`src/rtl/img_gen_pkg.sv`:
```
// Shared encodings and helpers for the image pattern generator family.
package img_gen_pkg;

  // Test pattern select values, latched at frame start.
  typedef enum logic [1:0] {
    MODE_RAMP  = 2'd0,
    MODE_BARS  = 2'd1,
    MODE_CHECK = 2'd2,
    MODE_MOVE  = 2'd3
  } mode_e;

  // Generator run state.
  typedef enum logic [0:0] {
    IDLE = 1'b0,
    RUN  = 1'b1
  } state_e;

  // Ceiling log2, never less than 1 so it can size a vector directly.
  function automatic int unsigned clog2(input int unsigned value);
    int unsigned res;
    res = 0;
    while ((32'd1 << res) < value) begin
      res = res + 1;
    end
    if (res == 0) begin
      res = 1;
    end
    return res;
  endfunction

endpackage

```
`src/rtl/img_timing_cnt.sv`:
```
// Raster h/v counters with sync / data-enable decode and active coordinates.
// Decode outputs are combinational from the counter registers.
module img_timing_cnt
  import img_gen_pkg::*;
#(
  parameter int unsigned ACTIVE_IW = 640,
  parameter int unsigned ACTIVE_IH = 480,
  parameter int unsigned TOTAL_IW  = 800,
  parameter int unsigned TOTAL_IH  = 600,
  parameter int unsigned H_START   = 50,
  parameter int unsigned V_START   = 30,
  parameter int unsigned VS_LEN    = 4,
  // Wide enough to hold TOTAL itself so H_START+ACTIVE never truncates.
  parameter int unsigned HW        = clog2(TOTAL_IW + 1),
  parameter int unsigned VW        = clog2(TOTAL_IH + 1)
) (
  input  logic          clk_i,
  input  logic          rst_i,
  input  logic          run_i,
  output logic [HW-1:0] x_o,
  output logic [VW-1:0] y_o,
  output logic          vs_o,
  output logic          de_o,
  output logic          last_px_o,
  output logic          frame_end_o
);

  logic [HW-1:0] h_q, h_d;
  logic [VW-1:0] v_q, v_d;
  logic          h_last, v_last;
  logic          h_act, v_act;

  assign h_last = (h_q == HW'(TOTAL_IW - 1));
  assign v_last = (v_q == VW'(TOTAL_IH - 1));

  // Next counter values: h wraps every line, v advances on h wrap.
  always_comb begin
    h_d = h_q + HW'(1);
    v_d = v_q;
    if (h_last) begin
      h_d = '0;
      v_d = v_last ? '0 : v_q + VW'(1);
    end
  end

  // Counters are held at the origin whenever the generator is not running.
  always_ff @(posedge clk_i) begin
    if (rst_i || !run_i) begin
      h_q <= '0;
      v_q <= '0;
    end else begin
      h_q <= h_d;
      v_q <= v_d;
    end
  end

  // Timing decode from the current counter values.
  always_comb begin
    h_act       = (h_q >= HW'(H_START)) && (h_q < HW'(H_START + ACTIVE_IW));
    v_act       = (v_q >= VW'(V_START)) && (v_q < VW'(V_START + ACTIVE_IH));
    x_o         = h_q - HW'(H_START);
    y_o         = v_q - VW'(V_START);
    vs_o        = run_i && (v_q < VW'(VS_LEN));
    de_o        = run_i && h_act && v_act;
    last_px_o   = de_o && (x_o == HW'(ACTIVE_IW - 1)) && (y_o == VW'(ACTIVE_IH - 1));
    frame_end_o = run_i && h_last && v_last;
  end

endmodule

```
`src/rtl/img_pattern_gen.sv`:
```
// Parametrised DVP-style test image source: four patterns, frame counter,
// end-of-frame pulse and frame-aligned start/stop.
module img_pattern_gen
  import img_gen_pkg::*;
#(
  parameter int unsigned ACTIVE_IW = 640,
  parameter int unsigned ACTIVE_IH = 480,
  parameter int unsigned TOTAL_IW  = 800,
  parameter int unsigned TOTAL_IH  = 600,
  parameter int unsigned H_START   = 50,
  parameter int unsigned V_START   = 30,
  parameter int unsigned VS_LEN    = 4,
  parameter int unsigned DATA_W    = 8,
  parameter int unsigned CHK_LOG2  = 4
) (
  input  logic              clk,
  input  logic              rst,
  input  logic              en,
  input  logic [1:0]        mode,
  output logic              pre_vs,
  output logic              pre_de,
  output logic [DATA_W-1:0] pre_data,
  output logic [15:0]       frame_cnt,
  output logic              eof,
  output logic              busy
);

  localparam int unsigned HW    = clog2(TOTAL_IW + 1);
  localparam int unsigned VW    = clog2(TOTAL_IH + 1);
  localparam int unsigned BAR_W = ACTIVE_IW / 8;
  localparam int unsigned BW    = clog2(BAR_W);

  if (H_START + ACTIVE_IW > TOTAL_IW) begin : g_err_h
    $error("img_pattern_gen: H_START + ACTIVE_IW exceeds TOTAL_IW");
  end
  if (V_START + ACTIVE_IH > TOTAL_IH) begin : g_err_v
    $error("img_pattern_gen: V_START + ACTIVE_IH exceeds TOTAL_IH");
  end
  if (VS_LEN > V_START) begin : g_err_vs
    $error("img_pattern_gen: VS_LEN overlaps the active area");
  end
  if (DATA_W < 4) begin : g_err_dw
    $error("img_pattern_gen: DATA_W must be at least 4");
  end
  if (ACTIVE_IW < 8) begin : g_err_aw
    $error("img_pattern_gen: ACTIVE_IW must be at least 8");
  end

  state_e            state_q, state_d;
  logic              run, frame_start;
  logic [HW-1:0]     x;
  logic [VW-1:0]     y;
  logic              vs_raw, de_raw, last_px, frame_end, last_col;
  mode_e             mode_q;
  logic [15:0]       frame_cnt_q, frame_cnt_d, base_q;
  logic [2:0]        bar_idx_q, bar_idx_d;
  logic [BW-1:0]     bar_px_q, bar_px_d;
  logic [HW-1:0]     x_sh;
  logic [VW-1:0]     y_sh;
  logic [DATA_W-1:0] x_px, pix;
  logic              pre_vs_q, pre_de_q, eof_q, busy_q;
  logic [DATA_W-1:0] pre_data_q;
  logic              unused_bits;

  img_timing_cnt #(
    .ACTIVE_IW (ACTIVE_IW),
    .ACTIVE_IH (ACTIVE_IH),
    .TOTAL_IW  (TOTAL_IW),
    .TOTAL_IH  (TOTAL_IH),
    .H_START   (H_START),
    .V_START   (V_START),
    .VS_LEN    (VS_LEN),
    .HW        (HW),
    .VW        (VW)
  ) u_timing (
    .clk_i       (clk),
    .rst_i       (rst),
    .run_i       (run),
    .x_o         (x),
    .y_o         (y),
    .vs_o        (vs_raw),
    .de_o        (de_raw),
    .last_px_o   (last_px),
    .frame_end_o (frame_end)
  );

  // FSM state register.
  always_ff @(posedge clk) begin
    if (rst) begin
      state_q <= IDLE;
    end else begin
      state_q <= state_d;
    end
  end

  // FSM next state: en is only acted on at frame boundaries.
  always_comb begin
    state_d = state_q;
    unique case (state_q)
      IDLE:    if (en) state_d = RUN;
      RUN:     if (frame_end && !en) state_d = IDLE;
      default: state_d = IDLE;
    endcase
  end

  // FSM outputs: counter run and the frame-start strobe that relatches mode.
  always_comb begin
    run         = (state_q == RUN);
    frame_start = 1'b0;
    unique case (state_q)
      IDLE:    frame_start = en;
      RUN:     frame_start = frame_end && en;
      default: frame_start = 1'b0;
    endcase
    frame_cnt_d = frame_end ? frame_cnt_q + 16'd1 : frame_cnt_q;
  end

  // Frame counter and per-frame latches; the moving ramp uses the count
  // the new frame starts with.
  always_ff @(posedge clk) begin
    if (rst) begin
      mode_q      <= MODE_RAMP;
      frame_cnt_q <= '0;
      base_q      <= '0;
    end else begin
      frame_cnt_q <= frame_cnt_d;
      if (frame_start) begin
        mode_q <= mode_e'(mode);
        base_q <= frame_cnt_d;
      end
    end
  end

  assign last_col = (x == HW'(ACTIVE_IW - 1));

  // Bar tracking: counts BAR_W pixels per bar, saturating so the remainder
  // pixels stay in bar 7; clears outside active video and after each line.
  always_comb begin
    bar_idx_d = bar_idx_q;
    bar_px_d  = bar_px_q;
    if (!de_raw || last_col) begin
      bar_idx_d = '0;
      bar_px_d  = '0;
    end else if (bar_px_q == BW'(BAR_W - 1)) begin
      bar_px_d = '0;
      if (bar_idx_q != 3'd7) begin
        bar_idx_d = bar_idx_q + 3'd1;
      end
    end else begin
      bar_px_d = bar_px_q + BW'(1);
    end
  end

  // Bar state register.
  always_ff @(posedge clk) begin
    if (rst) begin
      bar_idx_q <= '0;
      bar_px_q  <= '0;
    end else begin
      bar_idx_q <= bar_idx_d;
      bar_px_q  <= bar_px_d;
    end
  end

  assign x_sh        = x >> CHK_LOG2;
  assign y_sh        = y >> CHK_LOG2;
  assign unused_bits = ^{x, y, x_sh, y_sh, base_q};

  // Pattern mux from the latched mode.
  always_comb begin
    x_px = DATA_W'(x);
    pix  = '0;
    unique case (mode_q)
      MODE_RAMP:  pix = x_px;
      MODE_BARS:  pix = {bar_idx_q, {(DATA_W - 3){bar_idx_q[0]}}};
      MODE_CHECK: pix = (x_sh[0] ^ y_sh[0]) ? '1 : '0;
      MODE_MOVE:  pix = x_px + DATA_W'(base_q);
      default:    pix = '0;
    endcase
  end

  // Output stage, one cycle behind the counters.
  always_ff @(posedge clk) begin
    if (rst) begin
      pre_vs_q   <= 1'b0;
      pre_de_q   <= 1'b0;
      pre_data_q <= '0;
      eof_q      <= 1'b0;
      busy_q     <= 1'b0;
    end else begin
      pre_vs_q   <= vs_raw;
      pre_de_q   <= de_raw;
      pre_data_q <= de_raw ? pix : '0;
      eof_q      <= last_px;
      busy_q     <= run;
    end
  end

  assign pre_vs    = pre_vs_q;
  assign pre_de    = pre_de_q;
  assign pre_data  = pre_data_q;
  assign frame_cnt = frame_cnt_q;
  assign eof       = eof_q;
  assign busy      = busy_q;

endmodule
```
`config.mk`:
```
export PLATFORM = sky130hd
export DESIGN_NAME = img_pattern_gen
export DESIGN_NICKNAME = d
export VERILOG_FILES = /design/src/rtl/img_gen_pkg.sv /design/src/rtl/img_timing_cnt.sv /design/src/rtl/img_pattern_gen.sv
export SDC_FILE = /design/constraint.sdc
export NUM_CORES = 1
export LEC_CHECK = 0
export ABC_AREA = 1
export CAP_MARGIN = 20
export CORE_UTILIZATION = 58
export DETAILED_ROUTE_END_ITERATION = 10
export PLACE_DENSITY_LB_ADDON = 0.05
export SYNTH_ARGS = -nofsm -noshare
export SYNTH_HDL_FRONTEND = slang
export SYNTH_SLANG_ARGS = --single-unit
```
`constraint.sdc`:
```
create_clock -name clk -period 2.6 [get_ports clk]
set_clock_uncertainty 0.15 [all_clocks]
set_input_delay 0.52 -clock clk [delete_from_list [all_inputs] [get_ports clk]]
set_output_delay 0.52 -clock clk [all_outputs]
set_load 0.01 [all_outputs]
```
Yosys cells after proc, flatten, opt, wreduce, memory -nomap -nowiden
Index checks and enable logic that the tools add are counted.

Bits in registers: 69. Bits of input ports: 5. Output and inout port bits: 28. Logic and storage cells: 68.

Add/sub/neg operators: 8. Order comparisons: 5. Eq/ne operators: 9. Multiplexer cells: 8. Bitwise operators: 3. Reductions and logical operators: 22.

Operator list (count): 8-bit one-hot mux with 4 select lines (1); 10-bit equality test (second input constant) (3); 10-bit by 1-bit adder with 10-bit output (second input constant) (2); 16-bit by 1-bit adder with 16-bit output (second input constant) (1); 16-bit two-way mux (1); 1-bit logical AND (11); 10-bit by 9-bit equality test with 1-bit output (second input constant) (1); 10-bit by 5-bit greater-or-equal comparator with 1-bit output (second input constant) (1); 10-bit by 6-bit greater-or-equal comparator with 1-bit output (second input constant) (1); 10-bit less-than comparator (second input constant) (1); 10-bit by 3-bit less-than comparator with 1-bit output (second input constant) (1); 10-bit by 9-bit less-than comparator with 1-bit output (second input constant) (1); 10-bit two-way mux (1); 10-bit by 5-bit subtractor with 10-bit output (second input constant) (1); 10-bit by 6-bit subtractor with 10-bit output (second input constant) (1); 8-bit adder (1); 8-bit two-way mux (1); 7-bit by 1-bit adder with 7-bit output (second input constant) (1); 7-bit equality test (second input constant) (1); 2-bit OR reduction (3); 2-bit equality test (second input constant) (2); 1-bit one-hot mux with 2 select lines (2); 3-bit by 1-bit adder with 3-bit output (second input constant) (1); 1-bit zero test (3); other kinds (9) (12).

Depth between registers and ports, before layout
Depth after elaboration: 7. Mapped depth: 15.

Cells and area by module
From an unflattened synthesis, not the netlist that was laid out.

Cells, all modules: 590. Area, all modules: 4036.4 sq um.

By module, submodules not included: img_pattern_gen (instances 1, cells an instance 338, area each 2488.6 sq um, seq. area each 980.9 sq um); img_timing_cnt (instances 1, cells an instance 252, area each 1547.7 sq um, seq. area each 400.4 sq um).

Least setup slack after synthesis
No wires, ideal clock.

Path type: register -> register. From: reg u_timing.h_q[1]. To: reg pre_data_q[6], in the netlist pre_data[6]. Data arrival time: 2064 ps. Path slack: 322 ps. Stages on the path, launching flop included: 13. Cell sequence: dfxtp_1 > inv_1 > ha_1 > nand2_1 > nand2_1 > xor2_1 > ha_1 > a21oi_1 > o21ai_0 > o21ai_0 > nor3b_1 > nor2_1 > nor2_1.

Cells in the longest elaborated chain, start to end: 6.

RTL lines: from (decl) (line img_timing_cnt.sv:28) `logic [HW-1:0] h_q, h_d;`; from (signal assigned) (line img_timing_cnt.sv:49) `h_q <= '0;`; from (signal assigned) (line img_timing_cnt.sv:52) `h_q <= h_d;`; branches (longest 6 deep; another with 10-bit by 6-bit subtractor with 10-bit output); to (signal assigned) (line img_pattern_gen.sv:193) `pre_data_q <= de_raw ? pix : '0;`; to (decl) (line img_pattern_gen.sv:62) `logic [DATA_W-1:0] pre_data_q;`.

Parallel ways; which one is timed is not known. A chain may end at the register's enable or synchronous reset.

Worst setup path after layout
From: reg u_timing.h_q[2]. To: reg pre_data_q[6], in the netlist pre_data[6].

Same word-level chain as after synthesis.

==> run_results.csv <==
group,metric,value,unit
detailed_routing,top_layer_used,"met4",
synth,synth_area,3866,um2
clock_network,cts_sinks,69,
synth,synth_top_area_share,35.73,%
timing,tightest_slew,0.4247,ns
clock_network,cts_tree,"built",
critical_path,worstSetupEndpointType,"register",
layout,nNetsFinal,609,
synth,synth_nets,570,
floorplan,initial_utilization,60.54,%
critical_path,startpoint_type,"register",
floorplan,core,6386,um2
critical_path,critical-path-top-cell-by-count,"nand2_1",
detailed_routing,viasPerCell,5.364,
floorplan,die_area,6996,um2
layout,finalCoreUtilization,69.57,%
timing,hold_violations,0,
clock_network,cts-buffers-inserted,9,
timing,drv_slew,0,
floorplan,fp.dieW,83.65,um
timing,slew_headroom,71.58,%
detailed_routing,via_count,3562,
timing,setup_viol,0,
grt,grt_max_degree,19,
timing,rsz0062_at_grt,"false",
clock_network,h-tree-depth,3,
placement,io_buffers,32,
layout,final_cell_mix,"nand2_1 (116), nor2_1 (74), dfxtp_1 (68)",
clock_network,insertion_delay,0.35,ns
min_path,holdCritPathClass,"reg2reg",
timing,fmax,411.3,MHz
synth,yosys.area.top_type,"dfxtp_1",
layout,antennaDiodeCount,0,
status,outcome,"completed",
critical_path,crit_fanout,5,
clock_network,ctsHoldBuffers,0,
floorplan,rows,29,
detailed_routing,wl_per_cell,13.06,um
critical_path,critPathSlowestCell,"dfxtp_1",
synth,yosysUniqueCellTypes,44,
floorplan,die_y,83.65,um
synth,avgSynthCellArea,7.107,um2
timing,fin_crit,2.431,ns
critical_path,critPathKind,"reg2reg",
layout,drive_above_1_share,8.518,%
power_and_ir_drop,power_density,450.6,nW/um2
detailed_routing,wl_met3,403,um
clock_network,clk_path_buf_depth,2,
synth,synth_seq_area_share,35.73,%
synth,ys_top_cells_by_area,"dfxtp_1 (36%), nand2_1 (11%), nor2_1 (7.2%), ha_1 (6.5%), inv_1 (5.3%)",
synth,synth-seq-cells,69,
synth,synthCells,544,
grt,antenna_found_initial,0,
power_and_ir_drop,leakagePower,1.808,nW
timing,final.period_utilization,93.51,%
flow_run,maxCapViolations,0,
grt,grtUsageTotal,26.19,%
detailed_routing,dr.pass1.iters,4,
layout,final_area,4443,um2
placement,gp_congestion,0.9581,
detailed_routing,drtAntennaViolNets,0,
floorplan,io_pins,33,
grt,grt.overflow.total,0,
critical_path,cp_data_arrival_time,2.51,ns
clock_network,path_clk_slew,0.07,ns
critical_path,cp_slowest_stage_delay,0.42,ns
layout,regArea,1383,um2
detailed_routing,wl_met1,4158,um
grt,grt_pass1_vias,3228,
synth,synth_warnings,0,
grt,grt_pass1_wl,14890,um
layout,final.fill_count,568,
critical_path,worstPathCellList,"inv_1, ha_1, nand2_1, nand2_1, xor2_1, ha_1, nand2_1, o21ai_1, o21ai_0, nor3b_2, nor2_1, nor2_1",
detailed_routing,wl_met2,3966,um
timing,tns,0,ns
critical_path,critical_path_required,2.68,ns
detailed_routing,finalWirelength,8675,um
layout,areaGrowthSynthToFinish,14.92,%
detailed_routing,drc_errors,0,
detailed_routing,drt-initial-drc-count,194,
placement,postPlaceCellArea,4268,um2
layout,layout_commonest_cell,"nand2_1",
clock_network,root_buffer,"clkbuf_8",
layout,multi_input_area,2195,um2
placement,detailed_place_hpwl,6631,um
power_and_ir_drop,worst_ir_drop_vdd,0.3507,mV
layout make-up:
type                            instances  share of cell area [%]
Timing Repair Buffer                   37                   8.054
Tap cell                               77                   2.168
Clock inverter                          2                  0.2253
Inverter                               65                   5.689
Sequential cell                        69                   31.12
Multi-Input combinational cell        401                   49.39
Clock buffer                           13                   3.351
state kept, by name, indices dropped and copies added, names as in the netlist, 2 cells and up:
signal        flops
frame_cnt        16
u_timing.h_q     10
u_timing.v_q     10
base_q            8
pre_data          8
bar_px_q          7
bar_idx_q         3
mode_q            2
cells by family (layout without fill, tap and decap cells):
logic type | after synthesis | in the layout | share of synthesized area, %
AO/OA/AOI/OAI | 68 | 68 | 9.774
XOR/XNOR | 28 | 28 | 6.343
adder cells (fa/ha/maj) | 21 | 21 | 6.990
buffers and inverters | 74 | 117 | 7.896
flip-flops | 69 | 69 | 35.73
AND/OR/NAND/NOR | 284 | 284 | 33.27
stage by stage:
step / cells / worst slack [ns] / hold slack [ns] / power, mW
after floorplan: 544 / 0.3218 / 0.2675 / 1.219
after global placement: 649 / 0.3154 / 0.2765 / 1.268
after detailed placement: 649 / 0.1990 / 0.3142 / 1.269
after CTS: 664 / 0.1780 / 0.3241 / 2.011
after global routing: 664 / 0.008826 / 0.3533 / 2.081
final: 664 / 0.1688 / 0.3148 / 2.002
what timing repair did:
| item | 4_1_cts | 5_1_grt |
|---|---|---|
| buffers inserted | 0 | 0 |
| gates resized for setup | 0 | 5 |
| setup endpoints to repair | 0 | 1 |
Yosys cell counts (all sizes together):
cell type	number
o21bai	1
and3	1
fa	1
a21o	1
o211ai	3
dfxtp	69
a31oi	1
o32ai	1
a21oi	31
nor3b	3
clkinv	2
o21ai	24
xnor2	8
or2	3
nor2	82
nor4	1
buf	7
xor2	20
and2	2
a211oi	1
inv	63
nand2	122
nor3	17
nand4	10
clkbuf	2
a21boi	1
o2111ai	4
ha	20
nand3b	3
nand3	40
routing by layer:
layer / track usage [%] / vias to the layer above
met1: 35.04 / 1616
met3: 4.946 / 17
met4: 9.399 / 0
li1: - / 1844
met5: 0 / -
met2: 42.20 / 85
report_power, final:
part,switching [mW],total (mW),internal (mW),leakage (nW)
combinational,0.0989,0.159,0.0599,1.17
clock,0.388,0.754,0.365,0.0833
sequential,0.0157,1.09,1.07,0.559
total,0.503,2.00,1.50,1.81
worst max-delay path: cells and delay by family (launching register included):
family,cells,cell delay (ns)
AO/OA/AOI/OAI,2,0.34
AND/OR/NAND/NOR,6,0.59
XOR/XNOR,1,0.16
adder cells (fa/ha/maj),2,0.55
flip-flops,1,0.42
buffers and inverters,1,0.09
path summary, 6_finish.rpt:
check / from / end / slack (ns) / cells after the start
worst min-delay path: bar_px_q[0] / bar_px_q[0] / 0.31 / 1
worst max register to register: u_timing.h_q[2] / pre_data[6] / 0.17 / 12
worst max-delay path: u_timing.h_q[2] / pre_data[6] / 0.17 / 12
worst min register to register: bar_px_q[0] / bar_px_q[0] / 0.31 / 1
No activity file was read; power rests on OpenSTA's default activity.
==> RTL change 1: new RTL, same settings <==
Reset style: asynchronous (`rst`), changed in 4 clocked blocks.
--- a/src/rtl/img_pattern_gen.sv
+++ b/src/rtl/img_pattern_gen.sv
@@ -85,7 +85,7 @@
   );
 
   // FSM state register.
-  always_ff @(posedge clk) begin
+  always_ff @(posedge clk or posedge rst) begin
     if (rst) begin
       state_q <= IDLE;
     end else begin
@@ -117,7 +117,7 @@
 
   // Frame counter and per-frame latches; the moving ramp uses the count
   // the new frame starts with.
-  always_ff @(posedge clk) begin
+  always_ff @(posedge clk or posedge rst) begin
     if (rst) begin
       mode_q      <= MODE_RAMP;
       frame_cnt_q <= '0;
@@ -152,7 +152,7 @@
   end
 
   // Bar state register.
-  always_ff @(posedge clk) begin
+  always_ff @(posedge clk or posedge rst) begin
     if (rst) begin
       bar_idx_q <= '0;
       bar_px_q  <= '0;
@@ -180,7 +180,7 @@
   end
 
   // Output stage, one cycle behind the counters.
-  always_ff @(posedge clk) begin
+  always_ff @(posedge clk or posedge rst) begin
     if (rst) begin
       pre_vs_q   <= 1'b0;
       pre_de_q   <= 1'b0;
Function: differs if rst is asserted again (counterexample within 4 cycles, from zero or initial values and one cycle with rst high); with rst held inactive, the same outputs for 10 cycles.
==> RTL change 1 against the unedited design <==
  * Synthesized area up 7.8%
  * Fmax increased by 1.9%
  * Clock power grew 8.2%
  * Total power is 2.9% higher
  * Synthesized cell count grew 2.8%
  * Cell area grew 7.9%
  * Routed wire length increased by 6.6%
  * Sequential cell count did not move
  * Critical path depth rose by 4
  * Sequential share of layout area rose by 2.8 points
  * Global-route usage is 0.076 points higher
  * Setup slack better by 0.045 ns
  * Critical path type unchanged
==> RTL change 1: results (changes against the unedited design) <==
| Metric | Value |
|---|---|
| Post-Syn Nets | 584 (was 570) |
| Net Sw Frac | 23.8% (was 25.1%) |
| Layout net count | 628 (was 609) |
| Vias in the first global route | 3497 (was 3228) |
| Wl on met1 | 4350 um (was 4160 um) |
| Vias | 3664 (was 3562) |
| Average wire per standard cell | 13.2 um (was 13.1 um) |
| Area contributors post-synth | dfrtp_1, nand2_1, dfxtp_1 (was dfxtp_1, nand2_1, nor2_1) |
| Clock-cell share of area | 3.63% (was 3.58%) |
| Synth async-reset ratio | 71.0% (was 0%) |
| GR peak layer | met2 (unchanged) |
| Latest clock arrival within the worst-skew pair | 0.33 ns (was 0.35 ns) |
| XOR/XNOR Fraction of Synth Area | 4.41% (was 6.34%) |
| DPL Wire Length | 7130 um (was 6630 um) |
| P&R area growth vs syn | 15.0% (was 14.9%) |
| Fraction of layout cells with a size suffix above 1 | 8.24% (was 8.52%) |
| FF/Latch Area | 0.00163 mm^2 (was 0.00138 mm^2) |
| Synth Cell Area | 0.00417 mm^2 (was 0.00387 mm^2) |
| Met3 WL post-DR | 282 um (was 403 um) |
| Pleak | 2.33 nW (was 1.81 nW) |
| GRT met2 Usage | 44.9% (was 42.2%) |
| M1 GR Usage | 34.4% (was 35.0%) |
| Setup bufs post-CTS | 0 (unchanged) |
| Maximum vdd drop | 480 uV (was 351 uV) |
| Met3 Use GR | 3.14% (was 4.95%) |
| Synth cell types | 39 (was 44) |
| Synth Area in Adders | 6.19% (was 6.99%) |
| First-pass GRT wire length | 15400 um (was 14900 um) |
| DP Area | 0.00462 mm^2 (was 0.00427 mm^2) |
| Largest net degree at the start of global routing | 29 (was 19) |
| Invs w/o clock | 85 (was 65) |
| Dominant synthesized flop cell | dfrtp_1 (was dfxtp_1) |
| Non-clk bufs | 36 (was 37) |
| NetSw | 0.491 mW (was 0.503 mW) |
| WL met2 | 4470 um (was 3970 um) |
| CP arrival | 2.50 ns (was 2.51 ns) |
| Status | finished, final reports clean (unchanged) |
| Synth top cells by count | nand2_1, inv_1, nor2_1 (was nand2_1, nor2_1, dfxtp_1) |
| Synth Area in Compound Gates | 7.72% (was 9.77%) |
| Worst Tran Pin Value | 0.554 ns (was 0.425 ns) |
| Seq/Total Area, Yosys | 39.0% (was 35.7%) |
| GRT Total Usage | 26.3% (was 26.2%) |
| Max stage delay on crit path | 0.40 ns (was 0.42 ns) |
| Multi-input logic area | 0.00218 mm^2 (was 0.00219 mm^2) |
[RTL change 1: cell types whose count changed after synthesis, moves of 3 or more]
cell       delta
nor2_1        -9
o2111ai_1     -4
nand2_1      +20
nor2_8        +3
o21ai_1       +3
dfxtp_1      -49
nand3_1       +5
dfrtp_1      +49
inv_1        +22
xor2_1        -3
buf_2         -3
xnor2_1       -4
a21oi_1       -9
[RTL change 1: worst paths after layout]
check	from	to	slack [ns]	cells past startpoint
worst max-delay path	u_timing.h_q[2]	pre_data[7]	0.21	16
worst min-delay path	base_q[6]	base_q[6]	0.35	2
worst max register to register	u_timing.h_q[2]	pre_data[7]	0.21	16
worst min register to register	base_q[6]	base_q[6]	0.35	2
max in group asynchronous	rst	bar_px_q[0]	1.32	3
min in group asynchronous	rst	frame_cnt[3]	0.45	2
[RTL change 1: through the flow]
stage	setup slack, ns	util, %	instances
after floorplan	0.343	-	559
after global placement	0.367	67.2	688
after detailed placement	0.267	67.2	688
after CTS	0.240	69.8	703
after global routing	0.0192	69.8	703
final	0.214	69.8	703
==> RTL change 2: new RTL, same settings <==
Made on the original files. `ACTIVE_IW` is set to 640 in 2 places; all go to 320.
--- a/src/rtl/img_timing_cnt.sv
+++ b/src/rtl/img_timing_cnt.sv
@@ -3,7 +3,7 @@
 module img_timing_cnt
   import img_gen_pkg::*;
 #(
-  parameter int unsigned ACTIVE_IW = 640,
+  parameter int unsigned ACTIVE_IW = 320,
   parameter int unsigned ACTIVE_IH = 480,
   parameter int unsigned TOTAL_IW  = 800,
   parameter int unsigned TOTAL_IH  = 600,
--- a/src/rtl/img_pattern_gen.sv
+++ b/src/rtl/img_pattern_gen.sv
@@ -3,7 +3,7 @@
 module img_pattern_gen
   import img_gen_pkg::*;
 #(
-  parameter int unsigned ACTIVE_IW = 640,
+  parameter int unsigned ACTIVE_IW = 320,
   parameter int unsigned ACTIVE_IH = 480,
   parameter int unsigned TOTAL_IW  = 800,
   parameter int unsigned TOTAL_IH  = 600,
Behaviour: no difference found for any inputs over 10 cycles, from zero or initial values and one cycle with rst high; that may be too few to reach the edited logic, so the function may still have changed.
==> RTL change 2 against the unedited design <==
  * The run now ends with DRC left
  * Synthesized cell count is 1.8% higher
  * Setup slack better by 0.051 ns
  * Via count is 3.6% higher
  * Cell area is 2.8% higher
  * Fmax is 2.2% higher
  * Sequential cell count is 1 lower
  * Synthesized area is 3.1% higher
  * Global-route usage is 0.061 points higher
  * Routed wire length is 4.9% higher
  * Total power is 3.5% higher
==> RTL change 2: results (changes against the unedited design) <==
| Metric | Value |
|---|---|
| Synth top cells by count | nand2_1, dfxtp_1, inv_1 (was nand2_1, nor2_1, dfxtp_1) |
| DP Area | 0.00438 mm^2 (was 0.00427 mm^2) |
| Area contributors post-synth | dfxtp_1, nand2_1, ha_1 (was dfxtp_1, nand2_1, nor2_1) |
| DRT iter0 DRCs | 184 (was 194) |
| Layout net count | 619 (was 609) |
| Synth Area in Adders | 6.78% (was 6.99%) |
| # DRC | 1 (was 0) |
| Max Clk Rate | 420 MHz (was 411 MHz) |
| Fraction of layout cells with a size suffix above 1 | 10.0% (was 8.52%) |
| Drt via density | 5.47 (was 5.36) |
| Final instance area | 0.00457 mm^2 (was 0.00444 mm^2) |
| WL met2 | 3990 um (was 3970 um) |
| Post-Syn Nets | 580 (was 570) |
| Synth Area per Inst | 7.20 um^2 (was 7.11 um^2) |
| Synth Area in Compound Gates | 10.3% (was 9.77%) |
| GRT met2 Usage | 41.1% (was 42.2%) |
| Wl on met1 | 4350 um (was 4160 um) |
| XOR/XNOR Fraction of Synth Area | 5.49% (was 6.34%) |
| DPL Wire Length | 6870 um (was 6630 um) |
| Met3 Use GR | 4.77% (was 4.95%) |
| Maximum vdd drop | 377 uV (was 351 uV) |
| Hold Worst Slack | 0.316 ns (was 0.315 ns) |
| Average wire per standard cell | 13.5 um (was 13.1 um) |
| GPL Wtd Cong | 0.918 (was 0.958) |
| Met3 WL post-DR | 558 um (was 403 um) |
| Max_slew headroom | 69.8% (was 71.6%) |
| M1 GR Usage | 35.5% (was 35.0%) |
| Clock transition at path regs | 0.07 ns (about the same) |
| Seq/Total Area, Yosys | 34.1% (was 35.7%) |
| Diodes inserted | 0 (unchanged) |
| Pleak | 1.87 nW (was 1.81 nW) |
| Vias in the first global route | 3268 (was 3228) |
| Synth cell types | 38 (was 44) |
| Aggregate routed wire length | 9100 um (was 8680 um) |
| Place WS | 0.185 ns (was 0.199 ns) |
| NetSw | 0.514 mW (was 0.503 mW) |
| Net Sw Frac | 24.8% (was 25.1%) |
| Status | complete, but fails checks (was finished, final reports clean) |
| GRT Total Usage | 26.3% (was 26.2%) |
| DRT Pass-1 Iters | 8 (was 4) |
| Largest net degree at the start of global routing | 26 (was 19) |
| CP arrival | 2.52 ns (was 2.51 ns) |
| Failing checks | DRC |
| First-pass GRT wire length | 14900 um (about the same) |
| Kind of critical path | register to register (unchanged) |
| Reg2Reg Depth | 12 (unchanged) |
==> RTL change 2: worst max-delay path, cell delays in order (launching register included) <==
cell,delay (ns)
dfxtp_1,0.40
inv_1,0.09
ha_1,0.22
nand2_1,0.10
nand2_1,0.06
xor2_1,0.23
ha_1,0.32
a21oi_1,0.17
o21ai_0,0.12
o21ai_0,0.16
nor3b_2,0.18
nor2_1,0.05
nor2_1,0.07
==> RTL change 2: cell type report <==
cell class | count | area share [%]
Multi-Input combinational cell | 411 | 50.7
Timing Repair Buffer | 38 | 8.00
Clock inverter | 5 | 1.15
Inverter | 65 | 5.39
Sequential cell | 68 | 29.8
Tap cell | 77 | 2.11
Clock buffer | 11 | 2.88
==> RTL change 2: cell families after synthesis <==
logic type,after synthesis
AOI/OAI and AO/OA,74
xor gates and xnor gates,25
DFF,68
adders and majority gates,21
buffers and inverters,75
and+or+nand+nor,291
==> RTL change 2: repair_timing <==
action                                  CTS  global route
endpoints found under the setup margin    0             3
resized for setup                         0             3
hold endpoints to repair                  0             0
setup buffers                             0             0
